$ cat config.mk
export PLATFORM = sky130hd
export DESIGN_NAME = io_bridge_demux_flat
export DESIGN_NICKNAME = d
export VERILOG_FILES = /design/src/rtl/io_bridge_demux_if.sv /design/src/rtl/io_bridge_demux.sv /design/src/flat_wrapper.sv
export SDC_FILE = /design/constraint.sdc
export NUM_CORES = 1
export LEC_CHECK = 0
export CAP_MARGIN = 25
export CORE_ASPECT_RATIO = 1.2
export CORE_UTILIZATION = 45
export CTS_CLUSTER_SIZE = 10
export DETAILED_ROUTE_END_ITERATION = 10
export PLACE_DENSITY = 0.87
export SLEW_MARGIN = 10
export SYNTH_ARGS = -nofsm -noshare
export SYNTH_HDL_FRONTEND = slang
export SYNTH_SLANG_ARGS = --single-unit
$ cat constraint.sdc
create_clock -name clk -period 3.1 [get_ports clk]
set_input_delay 0.31 -clock clk [delete_from_list [all_inputs] [get_ports clk]]
set_output_delay 0.31 -clock clk [all_outputs]
set_load 0.02 [all_outputs]
$ cat src/rtl/io_bridge_demux_if.sv
// CPU-side request/response and device-side strobe/readback bundle for io_bridge_demux.
// The bridge takes the slave modport; the CPU/device model side takes master.
interface io_bridge_demux_if;
    logic [31:0] cpu_addr;
    logic [31:0] cpu_wdata;
    logic        cpu_we;
    logic        cpu_re;
    logic        cpu_ready;
    logic        cpu_done;
    logic        cpu_err;
    logic [31:0] cpu_rdata;
    logic [1:0]  dev_addr;
    logic [31:0] dev_wdata;
    logic        dev0_we;
    logic        dev1_we;
    logic [31:0] dev0_rdata;
    logic [31:0] dev1_rdata;
    logic        dev0_irq;
    logic        dev1_irq;
    logic [5:0]  hwint;

    modport slave (
        input  cpu_addr, cpu_wdata, cpu_we, cpu_re,
        input  dev0_rdata, dev1_rdata, dev0_irq, dev1_irq,
        output cpu_ready, cpu_done, cpu_err, cpu_rdata,
        output dev_addr, dev_wdata, dev0_we, dev1_we, hwint
    );

    modport master (
        output cpu_addr, cpu_wdata, cpu_we, cpu_re,
        output dev0_rdata, dev1_rdata, dev0_irq, dev1_irq,
        input  cpu_ready, cpu_done, cpu_err, cpu_rdata,
        input  dev_addr, dev_wdata, dev0_we, dev1_we, hwint
    );
endinterface

$ cat src/rtl/io_bridge_demux.sv
// Routes one MEM-stage load/store to the timer (dev 0) or output port (dev 1),
// returns registered read data and exports registered device interrupts.
//
//   state  | meaning
//   IDLE   | ready; latch a request on the next edge (write wins over read)
//   ACCESS | drive dev_addr/dev_wdata, pulse the decoded strobe, capture read data
//   RESP   | one-cycle cpu_done with latched err and captured read data
module io_bridge_demux #(
    parameter logic [31:0] DEV0_BASE = 32'h0000_7F00,
    parameter logic [31:0] DEV1_BASE = 32'h0000_7F10,
    parameter int unsigned DEV_WORDS = 3
) (
    input  logic             clk,
    input  logic             reset,
    io_bridge_demux_if.slave bus
);

    localparam logic [31:0] SPAN     = 32'(4 * DEV_WORDS);
    localparam logic [31:0] DEV0_END = DEV0_BASE + SPAN;
    localparam logic [31:0] DEV1_END = DEV1_BASE + SPAN;

    typedef enum logic [1:0] {
        IDLE   = 2'd0,
        ACCESS = 2'd1,
        RESP   = 2'd2
    } state_t;

    state_t      state;
    state_t      state_nxt;
    logic        accept;

    logic [31:0] addr_q;
    logic [31:0] wdata_q;
    logic        wr_q;
    logic [31:0] rdata_q;
    logic [5:0]  hwint_q;

    logic        aligned;
    logic        hit0;
    logic        hit1;
    logic        err;
    logic [1:0]  offset;
    logic [31:0] rdata_sel;

    always_comb begin
        aligned = (addr_q[1:0] == 2'b00);
        hit0    = aligned && (addr_q >= DEV0_BASE) && (addr_q < DEV0_END);
        hit1    = aligned && (addr_q >= DEV1_BASE) && (addr_q < DEV1_END);
        err     = !(hit0 || hit1);
        // Bases are word aligned, so the low word-offset bits of (addr - base) depend only on bits [3:2].
        offset  = 2'b00;
        if (hit0) begin
            offset = addr_q[3:2] - DEV0_BASE[3:2];
        end else if (hit1) begin
            offset = addr_q[3:2] - DEV1_BASE[3:2];
        end
        rdata_sel = 32'h0;
        if (hit0) begin
            rdata_sel = bus.dev0_rdata;
        end else if (hit1) begin
            rdata_sel = bus.dev1_rdata;
        end
    end

    always_ff @(posedge clk or negedge reset) begin
        if (!reset) begin
            state <= IDLE;
        end else begin
            state <= state_nxt;
        end
    end

    always_comb begin
        state_nxt = state;
        accept    = 1'b0;
        case (state)
            IDLE: begin
                if (bus.cpu_we || bus.cpu_re) begin
                    accept    = 1'b1;
                    state_nxt = ACCESS;
                end
            end
            ACCESS:  state_nxt = RESP;
            RESP:    state_nxt = IDLE;
            default: state_nxt = IDLE;
        endcase
    end

    always_ff @(posedge clk or negedge reset) begin
        if (!reset) begin
            addr_q  <= 32'h0;
            wdata_q <= 32'h0;
            wr_q    <= 1'b0;
            rdata_q <= 32'h0;
        end else begin
            if (accept) begin
                addr_q  <= bus.cpu_addr;
                wdata_q <= bus.cpu_wdata;
                wr_q    <= bus.cpu_we;
            end
            if (state == ACCESS) begin
                rdata_q <= wr_q ? 32'h0 : rdata_sel;
            end
        end
    end

    // Interrupts are a plain one-cycle delay, independent of the request FSM.
    always_ff @(posedge clk or negedge reset) begin
        if (!reset) begin
            hwint_q <= 6'b0;
        end else begin
            hwint_q <= {4'b0000, bus.dev1_irq, bus.dev0_irq};
        end
    end

    // Outputs decode from state only, so an async reset kills a strobe at once.
    always_comb begin
        bus.cpu_ready = (state == IDLE);
        bus.cpu_done  = (state == RESP);
        bus.cpu_err   = (state == RESP) && err;
        bus.cpu_rdata = (state == RESP) ? rdata_q : 32'h0;
        bus.dev_addr  = (state == ACCESS) ? offset : 2'b00;
        bus.dev_wdata = (state == ACCESS) ? wdata_q : 32'h0;
        bus.dev0_we   = (state == ACCESS) && wr_q && hit0;
        bus.dev1_we   = (state == ACCESS) && wr_q && hit1;
        bus.hwint     = hwint_q;
    end

endmodule

$ cat src/flat_wrapper.sv
// flat-port wrapper written by rule: the top's interface ports become plain ports
module io_bridge_demux_flat 
#(
    parameter logic [31:0] DEV0_BASE = 32'h0000_7F00,
    parameter logic [31:0] DEV1_BASE = 32'h0000_7F10,
    parameter int unsigned DEV_WORDS = 3
)
  (clk, reset, bus_cpu_addr, bus_cpu_wdata, bus_cpu_we, bus_cpu_re, bus_dev0_rdata, bus_dev1_rdata, bus_dev0_irq, bus_dev1_irq, bus_cpu_ready, bus_cpu_done, bus_cpu_err, bus_cpu_rdata, bus_dev_addr, bus_dev_wdata, bus_dev0_we, bus_dev1_we, bus_hwint);
  io_bridge_demux_if bus_i ();
  input  logic clk;
  input  logic reset;
  input wire logic [$bits(bus_i.cpu_addr)-1:0] bus_cpu_addr;
  input wire logic [$bits(bus_i.cpu_wdata)-1:0] bus_cpu_wdata;
  input wire logic [$bits(bus_i.cpu_we)-1:0] bus_cpu_we;
  input wire logic [$bits(bus_i.cpu_re)-1:0] bus_cpu_re;
  input wire logic [$bits(bus_i.dev0_rdata)-1:0] bus_dev0_rdata;
  input wire logic [$bits(bus_i.dev1_rdata)-1:0] bus_dev1_rdata;
  input wire logic [$bits(bus_i.dev0_irq)-1:0] bus_dev0_irq;
  input wire logic [$bits(bus_i.dev1_irq)-1:0] bus_dev1_irq;
  output wire logic [$bits(bus_i.cpu_ready)-1:0] bus_cpu_ready;
  output wire logic [$bits(bus_i.cpu_done)-1:0] bus_cpu_done;
  output wire logic [$bits(bus_i.cpu_err)-1:0] bus_cpu_err;
  output wire logic [$bits(bus_i.cpu_rdata)-1:0] bus_cpu_rdata;
  output wire logic [$bits(bus_i.dev_addr)-1:0] bus_dev_addr;
  output wire logic [$bits(bus_i.dev_wdata)-1:0] bus_dev_wdata;
  output wire logic [$bits(bus_i.dev0_we)-1:0] bus_dev0_we;
  output wire logic [$bits(bus_i.dev1_we)-1:0] bus_dev1_we;
  output wire logic [$bits(bus_i.hwint)-1:0] bus_hwint;
  assign bus_i.cpu_addr = bus_cpu_addr;
  assign bus_i.cpu_wdata = bus_cpu_wdata;
  assign bus_i.cpu_we = bus_cpu_we;
  assign bus_i.cpu_re = bus_cpu_re;
  assign bus_i.dev0_rdata = bus_dev0_rdata;
  assign bus_i.dev1_rdata = bus_dev1_rdata;
  assign bus_i.dev0_irq = bus_dev0_irq;
  assign bus_i.dev1_irq = bus_dev1_irq;
  assign bus_cpu_ready = bus_i.cpu_ready;
  assign bus_cpu_done = bus_i.cpu_done;
  assign bus_cpu_err = bus_i.cpu_err;
  assign bus_cpu_rdata = bus_i.cpu_rdata;
  assign bus_dev_addr = bus_i.dev_addr;
  assign bus_dev_wdata = bus_i.dev_wdata;
  assign bus_dev0_we = bus_i.dev0_we;
  assign bus_dev1_we = bus_i.dev1_we;
  assign bus_hwint = bus_i.hwint;
  io_bridge_demux #(.DEV0_BASE(DEV0_BASE), .DEV1_BASE(DEV1_BASE), .DEV_WORDS(DEV_WORDS)) u_core (.clk(clk), .reset(reset), .bus(bus_i));
endmodule
Word-level counts from Yosys, hierarchy flattened

Cells that the tools add are included.

Output and inout bits: 77
Logic and storage cells: 38
Input port bits: 134
Register bits after elaboration: 101

Equal/unequal tests: 3
Multiplexer cells: 12
Reduce and logical (&&, ||, !) cells: 13
$lt $le $gt $ge: 4

Operators with widths:

| operator             | number |
|---|---|
| $mux 32              | 5 |
| $ge 32x15->1 const B | 2 |
| $lt 32x15->1 const B | 2 |
| $logic_and 1x1->1    | 8 |
| $mux 2               | 4 |
| $logic_not 2->1      | 2 |
| $pmux 2 s2           | 1 |
| $eq 2x1->1 const B   | 1 |
| $eq 2x2->1 const B   | 1 |
| $logic_or 1x1->1     | 2 |
| $mux 1               | 2 |
| $ne 2x1->1 const B   | 1 |
| $logic_not 1->1      | 1 |

Logic depth before layout (Yosys ltp)

Gate-level depths: netlist of the first run.

Depth in word-level cells: 6
Depth in mapped cells: 6
Mapped depth without buffers: 5

Worst setup path before layout of the first run

No wires, ideal clock.

Path type: reg2out
From: reg u_core.addr_q[30]
To: out bus_dev0_we
Data arrival time: 1.715 ns
Path buffers: 0
Path slack: 1.075 ns
Data required time: 2.790 ns
Cell stages (with the launch flop): 6
Path through: dfrtp_1 > nor4_1 > nand4_1 > or4_4 > nor2_1 > and4b_1

Longest elaborated chain between the ends: 4
Elaborated cells on any way between the ends: 5
Those cells by class: 2 x order compare; 3 x reduce/logical

Ends and longest elaborated chain:

| element                | RTL line               | RTL |
|---|---|---|
| from (decl)            | io_bridge_demux.sv:32  | `logic [31:0] addr_q;` |
| from (signal assigned) | io_bridge_demux.sv:97  | `addr_q <= bus.cpu_addr;` |
| $ge 32x15->1           | io_bridge_demux.sv:47  | `hit0 = aligned && (addr_q >= DEV0_BASE) && (addr_q < DEV0_END);` |
| $logic_and 1x1->1      | io_bridge_demux.sv:47  |  |
| $logic_and 1x1->1 *    | io_bridge_demux.sv:47  |  |
| $logic_and 1x1->1 *    | io_bridge_demux.sv:124 | `bus.dev0_we = (state == ACCESS) && wr_q && hit0;` |
| to (decl)              | flat_wrapper.sv:26     | `output wire logic [$bits(bus_i.dev0_we)-1:0] bus_dev0_we;` |

Mark *: on every way between the ends. The rest lies on a longest branch, timed or not.

Worst setup path in the final report of the first run

From: reg u_core.addr_q[30]
To: out bus_cpu_err

Longest elaborated chain between the ends: 6
Elaborated cells on any way between the ends: 11
Those cells by class: 4 x order compare; 7 x reduce/logical

Ends and longest elaborated chain:

| element                                                  | RTL line                                     | RTL |
|---|---|---|
| $ge 32x15->1, on equally long branches                   | io_bridge_demux.sv:47, io_bridge_demux.sv:48 |  |
| $logic_and 1x1->1, on equally long branches (2 in a row) | io_bridge_demux.sv:47, io_bridge_demux.sv:48 |  |
| $logic_or 1x1->1 *                                       | io_bridge_demux.sv:49                        | `err = !(hit0 \|\| hit1);` |
| $logic_not 1->1 *                                        | io_bridge_demux.sv:49                        |  |
| $logic_and 1x1->1 *                                      | io_bridge_demux.sv:120                       | `bus.cpu_err = (state == RESP) && err;` |
| to (decl)                                                | flat_wrapper.sv:22                           | `output wire logic [$bits(bus_i.cpu_err)-1:0] bus_cpu_err;` |

Marked as above.

==> flow_summary.json, run 1 <==
{
  "clock_power_share_pct": 21.4,
  "vias_per_cell": 5.21,
  "crit_chain": "nor4_1 > nand4_1 > or4_4 > nor2_2 > buf_4 > nor2b_1 > clkdlybuf4s50_1",
  "cpPeakStageDelay_ns": 0.53,
  "hold_path.class": "in2async",
  "die-area_um2": 10500,
  "die_w_um": 93.6,
  "cts_buffers": 9,
  "finalPower_w": 0.00525,
  "synth_simple_gate_area_share_pct": 17.3,
  "cp_slowest_cell": "clkdlybuf4s50_1",
  "setup_violations": 0,
  "cts.reportedPaths.clkPinSlew_ns": 0.07,
  "fin_crit_sh_pct": 94.5,
  "ctsHoldBuffers": 0,
  "rsz0062_at_grt": "no",
  "synthCells": 353,
  "avgSynthCellArea_um2": 12.8,
  "fin_cells": 685,
  "rows": 39,
  "final_hold_viol_count": 0,
  "crit_arrival_ns": 2.62,
  "antenna_found_initial": 0,
  "relSlewSlack_pct": 48.0,
  "synth_xor_area_share_pct": 0,
  "port_buffers": 206,
  "cts_root_buffer": "clkbuf_16",
  "wire_per_inst_um": 17.5,
  "drv_slew": 0,
  "die_y_um": 112,
  "syn_area_um2": 4530,
  "required_ns": 2.79,
  "end_kind": "output port",
  "synth_top_flop_cell": "dfrtp_1",
  "synthDistinctLibCells": 27,
  "yosysWarningCount": 0,
  "combPwrFrac_pct": 40.1,
  "htreeDepth": 3,
  "max_freq_mhz": 342,
  "rrSetupSlack_ns": 0.89,
  "cts_sinks": 101,
  "outcome": "completed",
  "antenna_cells": 0,
  "peakVddDrop_v": 0.000588,
  "num_vias": 3567,
  "dr.first_iter.drc_count": 101,
  "synth.mux.area_fraction_pct": 15.7,
  "area_growth_pct": 55.1,
  "drtPass1Iterations": 4,
  "insertion_delay_ns": 0.34,
  "ys_ff_latch": 101,
  "grt_pass1_vias": 3754,
  "synth_adder_area_share_pct": 0,
  "coreArea_um2": 9660,
  "grtUsageTotal_pct": 23.7,
  "gp_congestion": 0.741,
  "yosysTopAreaCell": "dfrtp_1",
  "drive_above_1_share_pct": 17.4,
  "clockBufferDepth": 2,
  "synth_compound_area_share_pct": 7.71,
  "p_seq_share_pct": 38.4,
  "gr-total-overflow": 0,
  "dp.cells": 669,
  "synth_edf_count": 0,
  "synth.top_cells.by_count": "dfrtp_1 (101), and2_1 (64), mux2_2 (63)",
  "switchingPower_w": 0.00168,
  "wl_um": 12000,
  "synth_top_family_by_area": "simple AND/OR/NAND/NOR gates",
  "layout_min_cycle_time_ns": 2.93,
  "synth_area_leaders": "dfrtp_1 (56%), mux2_2 (16%), and2_1 (8.8%)",
  "grt_max_degree": 63,
  "crit_fanout": 3,
  "internal-power_w": 0.00358,
  "fin_setup_tns_ns": 0,
  "p_leak_nw": 3.04,
  "p_per_area_nw_per_um2": 748,
  "start_util_pct": 46.9,
  "worst-slew-pin-transition_ns": 0.780,
  "cts_tree": "yes",
  "fill_cells": 688,
  "cts_setup_buffers": 0,
  "place_area_um2": 6720,
  "cp-start-kind": "register",
  "synth_most_common_cell": "dfrtp_1",
  "cap_violations": 0,
  "io_pins": 211,
  "synthArstFlopShare_pct": 100,
  "final_area_um2": 7020,
  "pre_cts_slack_ns": 0.235,
  "yosys.area.top_type_share_pct": 55.8,
  "final_nets": 691,
  "dpl.hpwl_um": 8790,
  "postRouteAntennaNets": 0,
  "seq_area_frac_synth_pct": 55.8,
  "p_sw_share_pct": 31.9,
  "path_class": "reg2out",
  "timing.final.ws_setup_ns": 0.172,
  "skew_ns": 0.00710,
  "drc": 0,
  "grt_pass1_wl_um": 18900
}
cells in the final DEF, fill, tap and decap left out, types with 3 or more instances in the layout:
cell type        count
clkdlybuf4s50_1    201
dfrtp_1            101
and2_1              64
mux2_2              63
nor2b_1             33
a221o_1             32
buf_4               12
clkbuf_16            9
nand2_1              4
conb_1               4
and3_1               3
nor2_1               3
nor4_1               3
final cells by class:
type                       instances  area [µm²]  share of cell area (%)
multi-input combinational        226        1870                    26.6
inverter                           1        3.75                  0.0534
tap                              123         154                    2.19
timing repair buffer             218        2160                    30.8
clock buffer                      11         243                    3.46
sequential                       101        2530                    36.0
clock inverter                     5        60.1                   0.855
power by group through the flow:
stage / combinational (W) / sequential, W / clock [W]
finish: 0.00211 / 0.00202 / 0.00113
global placement: 0.00207 / 0.00200 / 0
detailed placement: 0.00213 / 0.00204 / 0
CTS: 0.00214 / 0.00202 / 0.00115
global route: 0.00227 / 0.00208 / 0.00121
floorplan: 0.00130 / 0.00195 / 0
routing by layer:
| layer | vias up | global-route usage (%) | routed length, µm |
|---|---|---|---|
| li1 | 1653 | - | - |
| met1 | 1719 | 27.3 | 4600 |
| met2 | 171 | 40.2 | 5900 |
| met3 | 24 | 7.31 | 1160 |
| met4 | 0 | 10.7 | 342 |
| met5 | - | 0 | 0 |
what timing repair did:
| item | CTS | global route |
|---|---|---|
| hold endpoints to repair | 0 | 0 |
| gates resized for setup | 3 | 2 |
| setup endpoints to repair | 2 | 2 |
through the flow:
stage | hold slack, ns | util [%]
2_1_floorplan | 0.0144 | -
5_1_grt | 0.103 | 72.7
3_5_place_dp | 0.445 | 69.5
3_3_place_gp | 0.431 | 69.5
6_report | 0.0548 | 72.7
4_1_cts | 0.0750 | 72.6
cells by family (layout without fill, tap and decap cells):
group | Yosys count | after routing
flip-flops | 101 | 101
other | 1 | 4
buffers and inverters | 29 | 235
multiplexers | 63 | 63
AO/OA/AOI/OAI | 36 | 36
AND/OR/NAND/NOR | 123 | 123
state kept, by name, indices dropped and copies added, names as in the netlist:
| name | cells |
|---|---|
| u_core.bus.hwint | 2 |
| u_core.rdata_q | 32 |
| u_core.state | 2 |
| u_core.wr_q | 1 |
| u_core.wdata_q | 32 |
| u_core.addr_q | 32 |
critical path: cells and delay by family, from the launching register on:
kind | cells | cell delay [ns]
AND/OR/NAND/NOR | 5 | 1.18
buffers and inverters | 2 | 0.70
flip-flops | 1 | 0.39
worst paths after layout:
| path | startpoint | end | cells past startpoint |
|---|---|---|---|
| worst max-delay path | u_core.addr_q[30] | bus_cpu_err | 7 |
| worst min-delay path | reset | u_core.addr_q[16] | 1 |
| worst max register to register | u_core.addr_q[30] | u_core.rdata_q[9] | 6 |
| worst min register to register | u_core.wdata_q[30] | u_core.wdata_q[30] | 1 |
| max in group asynchronous | reset | u_core.wdata_q[25] | 2 |
| min in group clk | bus_dev1_irq | u_core.bus.hwint[1] | 1 |
(Power assumes the default switching activity.)
==> run 2, diff against run 1 <==
--- a/config.mk
+++ b/config.mk
@@ -5,13 +5,15 @@
 export SDC_FILE = /design/constraint.sdc
 export NUM_CORES = 1
 export LEC_CHECK = 0
+export ABC_CLOCK_PERIOD_IN_PS = 3100
 export CAP_MARGIN = 25
 export CORE_ASPECT_RATIO = 1.2
 export CORE_UTILIZATION = 45
 export CTS_CLUSTER_SIZE = 10
 export DETAILED_ROUTE_END_ITERATION = 10
+export HOLD_SLACK_MARGIN = 0.15
 export PLACE_DENSITY = 0.87
-export SLEW_MARGIN = 10
+export SLEW_MARGIN = 20
 export SYNTH_ARGS = -nofsm -noshare
 export SYNTH_HDL_FRONTEND = slang
 export SYNTH_SLANG_ARGS = --single-unit
==> run 2 against run 1 <==
Final cell count increased by 0.15%. Routed wire length up 0.11%. Critical path depth unchanged. Core utilization up 0.10 points. Critical endpoint unchanged. Highest routed layer unchanged.
==> flow_summary.json, run 2 (synthesized netlist as in run 1, its figures left out) <==
{
  "outcome": "completed",
  "fill_cells": 689,
  "io_pins": 211,
  "area_growth_pct": 55.3,
  "drtPass1Iterations": 4,
  "insertion_delay_ns": 0.34,
  "grt_pass1_vias": 3751,
  "grt_max_degree": 63,
  "drv_slew": 0,
  "cts.reportedPaths.clkPinSlew_ns": 0.07,
  "wl_um": 12000,
  "path_depth": 7,
  "path_buf_inv": 2,
  "crit_family": "simple AND/OR/NAND/NOR gates",
  "cp_slowest_cell": "clkdlybuf4s50_1",
  "htreeDepth": 3,
  "die-area_um2": 10500,
  "die_y_um": 112,
  "crit_fanout": 3,
  "cpPeakStageDelay_ns": 0.53,
  "skew_ns": 0.00705,
  "r2r_start": "u_core.addr_q[23]",
  "top_layer": "met4",
  "min-delay-start": "bus_dev1_irq",
  "layout_min_cycle_time_ns": 2.94,
  "dp.cells": 669,
  "crit_chain": "nor4_1 > nand4_1 > or4_4 > nor2_2 > buf_4 > nor2b_1 > clkdlybuf4s50_1",
  "hold-path-cell-count": 1,
  "final_util_pct": 72.8,
  "coreArea_um2": 9660,
  "dpl.hpwl_um": 8790,
  "cts_setup_buffers": 0,
  "cts_tree": "yes",
  "final_nets": 692,
  "wl_met3_um": 1170,
  "biggestRegsByFlops": "u_core.addr_q x32, u_core.rdata_q x32, u_core.wdata_q x32",
  "peakVddDrop_v": 0.000588,
  "gp_congestion": 0.741,
  "register_area_um2": 2530,
  "fin_cells": 686,
  "drive_above_1_share_pct": 17.4,
  "hold_path.class": "in2reg",
  "p_leak_nw": 3.04,
  "cp-start-kind": "register",
  "grt_pass1_wl_um": 18900,
  "relSlewSlack_pct": 46.9,
  "crit_arrival_ns": 2.63,
  "postRouteAntennaNets": 0,
  "num_vias": 3558,
  "cap_violations": 0,
  "dr.first_iter.drc_count": 110,
  "rows": 39,
  "cts_root_buffer": "clkbuf_16",
  "grtUsageTotal_pct": 23.8,
  "mostFrequentLayoutCell": "clkdlybuf4s50_1",
  "timing.final.ws_setup_ns": 0.163,
  "end_kind": "output port",
  "wl_met1_um": 4640,
  "fin_setup_tns_ns": 0,
  "required_ns": 2.79,
  "path_class": "reg2out",
  "rr_worst_depth": 6,
  "vias_per_cell": 5.19,
  "final_cell_mix": "clkdlybuf4s50_1 (201), dfrtp_1 (101), and2_1 (64)",
  "drc": 0,
  "wire_per_inst_um": 17.5,
  "rsz0062_at_grt": "no",
  "met2_length_um": 5870,
  "gr-total-overflow": 0,
  "max_freq_mhz": 340,
  "start_util_pct": 46.9,
  "p_per_area_nw_per_um2": 747,
  "worst-slew-pin-transition_ns": 0.796,
  "clockBufferDepth": 2,
  "final_hold_viol_count": 0,
  "pre_cts_slack_ns": 0.235,
  "startpoint": "u_core.addr_q[23]",
  "cts_buffers": 9,
  "antenna_found_initial": 0,
  "die_w_um": 93.6,
  "fin_crit_sh_pct": 94.7,
  "multi_input_area_um2": 1870,
  "setup_violations": 0,
  "cts_sinks": 101,
  "antenna_cells": 0,
  "port_buffers": 206
}
## run 2: final cells by class
| type | count | area share (%) |
|---|---|---|
| Sequential cell | 101 | 35.9 |
| Timing Repair Buffer | 219 | 30.9 |
| Multi-Input combinational cell | 226 | 26.6 |
| Clock buffer | 11 | 3.45 |
| Tap cell | 123 | 2.19 |
| Clock inverter | 5 | 0.854 |
| Inverter | 1 | 0.0534 |
## run 2: routing by layer
| layer | vias up | global-route usage (%) |
|---|---|---|
| li1 | 1653 | - |
| met1 | 1702 | 27.6 |
| met2 | 179 | 40.1 |
| met3 | 24 | 7.17 |
| met4 | 0 | 10.7 |
| met5 | - | 0 |
## run 2: power breakdown
group / switching [W] / internal [W] / leakage (nW)
sequential: 0.000245 / 0.00177 / 1.25
combinational: 0.000953 / 0.00116 / 1.65
clock: 0.000478 / 0.000649 / 0.146
total: 0.00168 / 0.00358 / 3.04
## run 2: final timing paths
path	slack, ns	endpoint
min reg2reg	0.50	u_core.wdata_q[30]
min in group asynchronous	0.60	u_core.addr_q[20]
max	0.16	bus_cpu_err
min	0.41	u_core.bus.hwint[1]
max in group asynchronous	1.72	u_core.wdata_q[25]
max reg2reg	0.88	u_core.rdata_q[9]
## run 2: stage by stage
| stage | hold WS (ns) | power [W] | cell area, µm² |
|---|---|---|---|
| 3_5_place_dp | 0.445 | 0.00417 | 6720 |
| 4_1_cts | 0.396 | 0.00531 | 7030 |
| 3_3_place_gp | 0.431 | 0.00407 | 6720 |
| 2_1_floorplan | 0.0144 | 0.00325 | 4540 |
| 5_1_grt | 0.393 | 0.00555 | 7030 |
| 6_report | 0.408 | 0.00526 | 7030 |
## run 2: repair_timing
item / 4_1_cts / 5_1_grt
endpoints found under the hold margin: 60 / 0
cloned: 0 / 0
resized for setup: 3 / 2
hold buffers: 1 / 0
pin swaps: 0 / 0
setup endpoints to repair: 2 / 2
